--- config.mk ---
export PLATFORM = sky130hd
export DESIGN_NAME = lut_sweeper_flat
export DESIGN_NICKNAME = d
export VERILOG_FILES = /design/src/rtl/lut_sweeper_pkg.sv /design/src/rtl/lut_sweeper_if.sv /design/src/rtl/lut_sweeper_counter.sv /design/src/rtl/lut_sweeper.sv /design/src/flat_wrapper.sv
export SDC_FILE = /design/constraint.sdc
export NUM_CORES = 1
export LEC_CHECK = 0
export CAP_MARGIN = 20
export CORE_MARGIN = 2
export CORE_UTILIZATION = 52
export CTS_CLUSTER_DIAMETER = 40
export CTS_CLUSTER_SIZE = 12
export DETAILED_ROUTE_END_ITERATION = 7
export PLACE_DENSITY = 0.92
export SLEW_MARGIN = 10
export SYNTH_ARGS = -nofsm -noshare
export SYNTH_HDL_FRONTEND = slang
export SYNTH_SLANG_ARGS = --single-unit
--- constraint.sdc ---
create_clock -name clk -period 5 [get_ports clk]
set_clock_uncertainty 0.1 [all_clocks]
set_input_delay 1 -clock clk [delete_from_list [all_inputs] [get_ports clk]]
set_output_delay 1 -clock clk [all_outputs]
set_load 0.01 [all_outputs]
--- src/rtl/lut_sweeper_pkg.sv ---
// Shared types and constants for the LUT sweeper family.
// No logic; pure declarations.
// No backpressure.
package lut_sweeper_pkg;

    typedef enum logic [1:0] {
        IDLE  = 2'd0,
        SWEEP = 2'd1,
        DONE  = 2'd2
    } state_t;

    localparam logic [7:0] DEFAULT_INIT = 8'h70;

    function automatic int table_w(input int n);
        return 2 ** n;
    endfunction

endpackage

--- src/rtl/lut_sweeper_if.sv ---
// Bundle between the input register file and the LUT sweeper; ones_cnt exists only with LUT_SWEEP_COUNT_EN.
// No latency (wires only).
// No backpressure; sweep results stream unconditionally.
interface lut_sweeper_if #(
    parameter int N_IN = 3
);
    import lut_sweeper_pkg::*;

    localparam int TW = table_w(N_IN);

    logic            load;
    logic [TW-1:0]   load_data;
    logic [N_IN-1:0] in_vec;
    logic            s;
    logic            start;
    logic            busy;
    logic            done;
    logic            sweep_valid;
    logic [N_IN-1:0] sweep_idx;
    logic            sweep_out;
`ifdef LUT_SWEEP_COUNT_EN
    logic [N_IN:0]   ones_cnt;

    modport master (
        output load, load_data, in_vec, start,
        input  s, busy, done, sweep_valid, sweep_idx, sweep_out, ones_cnt
    );
    modport slave (
        input  load, load_data, in_vec, start,
        output s, busy, done, sweep_valid, sweep_idx, sweep_out, ones_cnt
    );
`else
    modport master (
        output load, load_data, in_vec, start,
        input  s, busy, done, sweep_valid, sweep_idx, sweep_out
    );
    modport slave (
        input  load, load_data, in_vec, start,
        output s, busy, done, sweep_valid, sweep_idx, sweep_out
    );
`endif

endinterface

--- src/rtl/lut_sweeper_counter.sv ---
// N+1 bit sweep index counter with clear, enable and a last-entry flag.
// Latency: count updates one edge after clr/en.
// No backpressure.
module sweep_counter #(
    parameter int N = 3
) (
    input  logic       clk,
    input  logic       rst,
    input  logic       clr,
    input  logic       en,
    output logic [N:0] cnt,
    output logic       last
);

    localparam logic [N:0] LAST_IDX = {1'b0, {N{1'b1}}};
    localparam logic [N:0] ONE      = (N+1)'(1);

    always_ff @(posedge clk or posedge rst) begin
        if (rst) begin
            cnt <= '0;
        end else if (clr) begin
            cnt <= '0;
        end else if (en) begin
            cnt <= cnt + ONE;
        end
    end

    assign last = (cnt == LAST_IDX);

endmodule

--- src/rtl/lut_sweeper.sv ---
// Programmable N-input truth table with exhaustive sweep; LUT_SWEEP_COUNT_EN adds a ones counter.
// Latency: s one cycle after in_vec; sweep entries start one cycle after start.
// No backpressure: load/start are dropped outside IDLE, sweep output streams every cycle.
module lut_sweeper
    import lut_sweeper_pkg::*;
#(
    parameter int                        N_IN = 3,
    parameter logic [table_w(N_IN)-1:0]  INIT = (table_w(N_IN))'(DEFAULT_INIT)
) (
    input  logic         clk,
    input  logic         rst,
    lut_sweeper_if.slave bus
);

    localparam int              TW  = table_w(N_IN);
    localparam logic [N_IN-1:0] ONE = N_IN'(1);

    state_t          state;
    logic [TW-1:0]   tbl;
    logic [TW-1:0]   sweep_tbl;
    logic [N_IN:0]   cnt;
    logic            cnt_last;
    logic            cnt_en;
    logic            load_ok;
    logic            start_ok;
    logic [N_IN-1:0] nxt_idx;

    assign load_ok   = bus.load  && (state == IDLE);
    assign start_ok  = bus.start && (state == IDLE);
    // Top bit stops the counter from running past the final entry.
    assign cnt_en    = (state == SWEEP) && !cnt[N_IN];
    assign nxt_idx   = cnt[N_IN-1:0] + ONE;
    // A load accepted together with start must be visible to the first entry.
    assign sweep_tbl = load_ok ? bus.load_data : tbl;

    assign bus.sweep_idx = cnt[N_IN-1:0];

    sweep_counter #(.N(N_IN)) u_cnt (
        .clk  (clk),
        .rst  (rst),
        .clr  (start_ok),
        .en   (cnt_en),
        .cnt  (cnt),
        .last (cnt_last)
    );

    always_ff @(posedge clk or posedge rst) begin
        if (rst) begin
            tbl   <= INIT;
            bus.s <= 1'b0;
        end else begin
            bus.s <= tbl[bus.in_vec];
            if (load_ok) begin
                tbl <= bus.load_data;
            end
        end
    end

    always_ff @(posedge clk or posedge rst) begin
        if (rst) begin
            state           <= IDLE;
            bus.busy        <= 1'b0;
            bus.done        <= 1'b0;
            bus.sweep_valid <= 1'b0;
            bus.sweep_out   <= 1'b0;
        end else begin
            case (state)
                IDLE: begin
                    if (start_ok) begin
                        state           <= SWEEP;
                        bus.busy        <= 1'b1;
                        bus.sweep_valid <= 1'b1;
                        bus.sweep_out   <= sweep_tbl[0];
                    end
                end
                SWEEP: begin
                    if (cnt_last) begin
                        state           <= DONE;
                        bus.done        <= 1'b1;
                        bus.sweep_valid <= 1'b0;
                        bus.sweep_out   <= 1'b0;
                    end else begin
                        bus.sweep_out   <= tbl[nxt_idx];
                    end
                end
                DONE: begin
                    state    <= IDLE;
                    bus.busy <= 1'b0;
                    bus.done <= 1'b0;
                end
                default: begin
                    state <= IDLE;
                end
            endcase
        end
    end

`ifdef LUT_SWEEP_COUNT_EN
    localparam logic [N_IN:0] CNT_ONE  = (N_IN+1)'(1);
    localparam logic [N_IN:0] CNT_FULL = (N_IN+1)'(TW);

    logic [N_IN:0] ones;

    always_ff @(posedge clk or posedge rst) begin
        if (rst) begin
            ones <= '0;
        end else if (start_ok) begin
            ones <= '0;
        end else if ((state == SWEEP) && bus.sweep_out && (ones != CNT_FULL)) begin
            ones <= ones + CNT_ONE;
        end
    end

    assign bus.ones_cnt = ones;
`endif

endmodule

--- src/flat_wrapper.sv ---
// flat-port wrapper written by rule: the top's interface ports become plain ports
module lut_sweeper_flat import lut_sweeper_pkg::*;
#(
    parameter int                        N_IN = 3,
    parameter logic [table_w(N_IN)-1:0]  INIT = (table_w(N_IN))'(DEFAULT_INIT)
)
  (clk, rst, bus_load, bus_load_data, bus_in_vec, bus_start, bus_s, bus_busy, bus_done, bus_sweep_valid, bus_sweep_idx, bus_sweep_out);
  lut_sweeper_if #(.N_IN(N_IN)) bus_i ();
  input  logic clk;
  input  logic rst;
  input wire logic [$bits(bus_i.load)-1:0] bus_load;
  input wire logic [$bits(bus_i.load_data)-1:0] bus_load_data;
  input wire logic [$bits(bus_i.in_vec)-1:0] bus_in_vec;
  input wire logic [$bits(bus_i.start)-1:0] bus_start;
  output wire logic [$bits(bus_i.s)-1:0] bus_s;
  output wire logic [$bits(bus_i.busy)-1:0] bus_busy;
  output wire logic [$bits(bus_i.done)-1:0] bus_done;
  output wire logic [$bits(bus_i.sweep_valid)-1:0] bus_sweep_valid;
  output wire logic [$bits(bus_i.sweep_idx)-1:0] bus_sweep_idx;
  output wire logic [$bits(bus_i.sweep_out)-1:0] bus_sweep_out;
  assign bus_i.load = bus_load;
  assign bus_i.load_data = bus_load_data;
  assign bus_i.in_vec = bus_in_vec;
  assign bus_i.start = bus_start;
  assign bus_s = bus_i.s;
  assign bus_busy = bus_i.busy;
  assign bus_done = bus_i.done;
  assign bus_sweep_valid = bus_i.sweep_valid;
  assign bus_sweep_idx = bus_i.sweep_idx;
  assign bus_sweep_out = bus_i.sweep_out;
  lut_sweeper #(.N_IN(N_IN), .INIT(INIT)) u_core (.clk(clk), .rst(rst), .bus(bus_i));
endmodule
# After elaboration in Yosys (flattened, before gate mapping)
# Cells that the tools add are included.
dict set report classes {
  addsub 2
  magnitude_cmp 2
  eq_ne 5
  muxes 19
  reduce_logical 14
}
# operator count
set op_table {}
lappend op_table {{< comparator 3 x 4 -> 1 bit (second input constant)} 2}
lappend op_table {{2-to-1 mux 1 bit} 8}
lappend op_table {{2-to-1 mux 4 bit} 2}
lappend op_table {{one-hot mux 1 bit (2 select lines)} 4}
lappend op_table {{AND reduction 2 bit} 4}
lappend op_table {{nonzero test 2 bit} 4}
lappend op_table {{binary-select mux 1 bit (select 3 bit)} 2}
lappend op_table {{adder 4 x 1 -> 4 bit (second input constant)} 1}
lappend op_table {{== test 4 x 3 -> 1 bit (second input constant)} 1}
lappend op_table {{2-to-1 mux 2 bit} 2}
lappend op_table {{inequality test 2 x 1 -> 1 bit (second input constant)} 2}
lappend op_table {{one-hot mux 2 bit (2 select lines)} 1}
lappend op_table {{adder 3 x 1 -> 3 bit (second input constant)} 1}
lappend op_table {{logical AND 1 bit} 3}
lappend op_table {{AND reduction 3 bit} 1}
lappend op_table {{== test 2 x 1 -> 1 bit (second input constant)} 1}
lappend op_table {{== test 2 bit (second input constant)} 1}
lappend op_table {{logical NOT 2 bit} 1}
lappend op_table {{logical NOT 1 bit} 1}
dict set report word_totals {
  reg_bits 19
  in_bits 15
}

# Logic depth before layout (Yosys ltp)
dict set report depth {
  word_depth 5
  depth_mapped 6
  ltp_nobuf 6
}

# By module
# From an unflattened synthesis, not the netlist that was laid out.
dict set report hier_totals {
  hier_cells 72
  hier_area_um2 985.9
}
# mod n_inst cells_each area_each_um2
set by_module_without_submodules {}
lappend by_module_without_submodules {lut_sweeper 1 53 782.0}
lappend by_module_without_submodules {sweep_counter 1 19 203.9}

# Worst setup path after synthesis
# OpenSTA, ideal clock, no wires.
dict set report synth_path {
  path_kind {input port to flip-flop}
  from {input port bus_load}
  to {register u_core.tbl[0]}
  t_arrival_ns 1.785
  required_time_ns 4.772
  slack_ns 2.987
  cell_stages 4
  n_path_buf 1
  path_cell_list {nor2b_1 and2_1 buf_2 mux2_1}
}
dict set report synth_between {
  elab_chain_len 2
}
# item line_no
set synth_rtl {}
lappend synth_rtl {{start, declared} flat_wrapper.sv:11} ;# input wire logic [$bits(bus_i.load)-1:0] bus_load;
lappend synth_rtl {{logical AND 1 bit} lut_sweeper.sv:28} ;# assign load_ok = bus.load && (state == IDLE);
lappend synth_rtl {{2-to-1 mux 1 bit} -}
lappend synth_rtl {{via u_core.sweep_tbl[0]} lut_sweeper.sv:20} ;# logic [TW-1:0] sweep_tbl;
lappend synth_rtl {{end signal, assigned} lut_sweeper.sv:54} ;# tbl <= bus.load_data;
lappend synth_rtl {{end, declared} lut_sweeper.sv:19} ;# logic [TW-1:0] tbl;
# The timed path passes the listed nets, and every way through them passes these cells.
# A chain may end at the register's enable or synchronous reset.

# Final worst setup path
dict set report layout_path {
  from {register u_core.u_cnt.cnt[2]}
  to {output port bus_sweep_idx[2]}
}
# item line_no
set layout_rtl {}
lappend layout_rtl {{start, declared} lut_sweeper_counter.sv:11} ;# output logic [N:0] cnt,
lappend layout_rtl {{start signal, assigned} lut_sweeper_counter.sv:24} ;# cnt <= cnt + ONE;
lappend layout_rtl {{end, declared} flat_wrapper.sv:19} ;# output wire logic [$bits(bus_i.sweep_idx)-1:0] bus_sweep_idx;
# No word-level cell between the ends.

==> results_dict.tcl <==
set metrics [dict create \
    clockBufferDepth 2 \
    cpMaxStageDelayCell "clkdlybuf4s50_1" \
    syn2layout_area_growth_pct 21.1 \
    die_y_um 47.9 \
    rows 15 \
    r2r_end "u_core.bus.sweep_out" \
    clock-sinks 19 \
    syn_area_mm2 0.00100 \
    vias 712 \
    top_layer "met4" \
    final_common_cell "clkdlybuf4s50_1" \
    wl_met1_um 877 \
    grtUsageTotal_pct 18.6 \
    grt_pass1_wl_um 2910 \
    post-route-period-util_pct 51.1 \
    synth_top_flop_cell "dfrtp_1" \
    port-buffer-count 22 \
    p_total_uw 722 \
    avgSynthCellArea_um2 11.5 \
    die_w_um 47.9 \
    status "finished, final reports clean" \
    drt-total-wl_um 1820 \
    postSynthNetCount 103 \
    fmax_ghz 0.392 \
    tightest_slew_ns 0.690 \
    fillerInstances 141 \
    ant_nets 0 \
    period_minus_slack_ns 2.55 \
    regToRegSetupSlack_ns 2.82 \
    synth_cell_types 30 \
    power_leakage_nw 0.490 \
    maxSlewHeadroom_pct 54.0 \
    cts_root_buf "clkbuf_4" \
    crit_family "buffers and inverters" \
    grt_max_degree 20 \
    cp_cell_sequence "clkdlybuf4s50_1" \
    cp_num_buf_inv 1 \
    final_cell_mix "clkdlybuf4s50_1, dfrtp_1, mux2_1, a21oi_1, inv_1" \
    gp_congestion 0.742 \
    cts_hold_buf 0 \
    grt_pass1_vias 646 \
    reg2reg_depth 6 \
    worst_setup_path_start_kind "flop" \
    hold_depth 2 \
    ir_drop_v 0.000329 \
    rsz0062_at_grt "no" \
    core_area_mm2 0.00176 \
    first_pass_iters 5 \
    hpwl_um 1400 \
    antenna_found_initial 0 \
    seq_area_um2 479 \
    wl_met3_um 62 \
    worstReg2RegStart "u_core.u_cnt.cnt[0]" \
    cts_tree "yes" \
    crit_fanout 11 \
    finalHoldViolCount 0 \
    die_area_mm2 0.00229 \
    max_stage_delay_ns 0.61 \
    drc 0 \
    drt_iter0_drc 18 \
    met2_wirelength_um 865 \
    tns_ns 0 \
    maxCapViolCount 0 \
    cts_resized 0 \
    cts.htree.levels 1 \
    postCtsSetupBuffers 0 \
    ys_seq_area_share_pct 47.8 \
    maxSlewViolCount 0 \
    cts_buffers 3 \
    synthArstFlopShare_pct 100 \
    final_nets 121 \
    avgRoutedWirePerCell_um 14.1 \
    end_kind "primary output" \
    crit_type "flop to primary output" \
    clk_latency_ns 0.29 \
    p_per_area_mw_per_mm2 595 \
    ys_warn_count 0 \
    min-delay-start "u_core.bus.sweep_valid" \
    overflow 0 \
    synth_edf_count 0 \
    critPathArrivalTime_ns 1.45 \
    postSynthCellCount 87 \
    cp_data_required_time_ns 3.90 \
    worstHoldPathType "flop to flop" \
    drive_above_1_share_pct 10.6 \
    diodes 0 \
    hold_end "u_core.bus.sweep_valid" \
    setup_viol 0 \
    ys_ff_latch 19 \
    multiInputGateArea_um2 438 \
    initial_core_util_pct 56.8 \
    num_io_pins 23 \
    drt-vias-per-instance 5.52 \
    clkTransAtPathRegs_ns 0.10 \
]
==> cells in the mapped netlist, types with 2 or more instances <==
cell	count	area share [%]
dfrtp_1	16	40
mux2_1	9	10
a21oi_1	6	3.0
buf_4	6	4.5
inv_1	5	1.9
nand2_1	4	1.5
o21ai_0	4	2.0
dfstp_2	3	7.9
mux4_2	3	6.7
a31oi_1	2	1.2
buf_2	2	1.0
mux2i_1	2	2.0
nand2b_1	2	1.2
nand3_1	2	1.0
nor2_1	2	0.75
nor2b_1	2	1.2
nor3_1	2	1.0
o211ai_1	2	1.5
o22ai_1	2	1.2
==> area by class of cell <==
| cell class | count | area share, % |
|---|---|---|
| Tap cell | 25 | 2.58 |
| Sequential cell | 19 | 39.5 |
| Clock buffer | 4 | 2.16 |
| Inverter | 5 | 1.55 |
| Timing Repair Buffer | 22 | 18.1 |
| Multi-Input combinational cell | 54 | 36.1 |
==> stage by stage <==
stage                     utilization (%)  std cells  setup WS [ns]  hold WS, ns  area, um^2
after floorplan                         -         87           2.99        0.368        1000
after global placement               67.3        125           2.45        0.396        1190
after detailed placement             67.3        125           2.37        0.407        1190
after CTS                            68.8        129           2.45        0.430        1210
after global routing                 68.8        129           2.36        0.449        1210
final                                68.8        129           2.45        0.433        1210
==> cell families (layout without fill, tap and decap cells) <==
group                    Yosys count  in the layout  share of synthesized area (%)
flip-flops                        19             19                           47.8
adder cells (fa/ha/maj)            1              1                           1.25
multiplexers                      15             15                           20.0
AND/OR/NAND/NOR                   18             18                           10.1
AO/OA/AOI/OAI                     19             19                           11.5
XOR/XNOR                           1              1                          0.874
buffers and inverters             14             31                           8.49
==> routing by layer <==
metal / GRT usage, % / vias to the layer above
met3: 2.64 / 2
met1: 26.4 / 348
met5: 0 / -
met2: 28.5 / 15
met4: 8.11 / 0
li1: - / 347
==> worst min-delay path, stage by stage, from the launching register on <==
cell	delay (ns)
dfrtp_1	0.39
inv_1	0.05
o22ai_1	0.06
==> power breakdown <==
| group | total [mW] | internal [mW] | switching [mW] |
|---|---|---|---|
| Clock | 0.0751 | 0.0310 | 0.0442 |
| Combinational | 0.334 | 0.193 | 0.142 |
| Sequential | 0.312 | 0.234 | 0.0779 |
==> worst max-delay path by stage <==
stage | start | to | depth (start not counted) | slack, ns
6_report | u_core.u_cnt.cnt[2] | bus_sweep_idx[2] | 1 | 2.45
5_1_grt | u_core.u_cnt.cnt[2] | bus_sweep_idx[2] | 1 | 2.36
4_1_cts | u_core.u_cnt.cnt[2] | bus_sweep_idx[2] | 1 | 2.45
3_5_place_dp | bus_load | u_core.tbl[2] | 4 | 2.37
3_3_place_gp | bus_load | u_core.tbl[3] | 4 | 2.45
2_1_floorplan | bus_load | u_core.tbl[0] | 4 | 2.99
==> flip-flops by register name, indices dropped and copies added, names as in the netlist <==
signal and count:
u_core.bus.sweep_out 1, u_core.tbl 8, u_core.bus.busy 1, u_core.bus.s 1, u_core.bus.done 1, u_core.u_cnt.cnt 4, u_core.bus.sweep_valid 1, u_core.state 2
(Power assumes the default switching activity.)
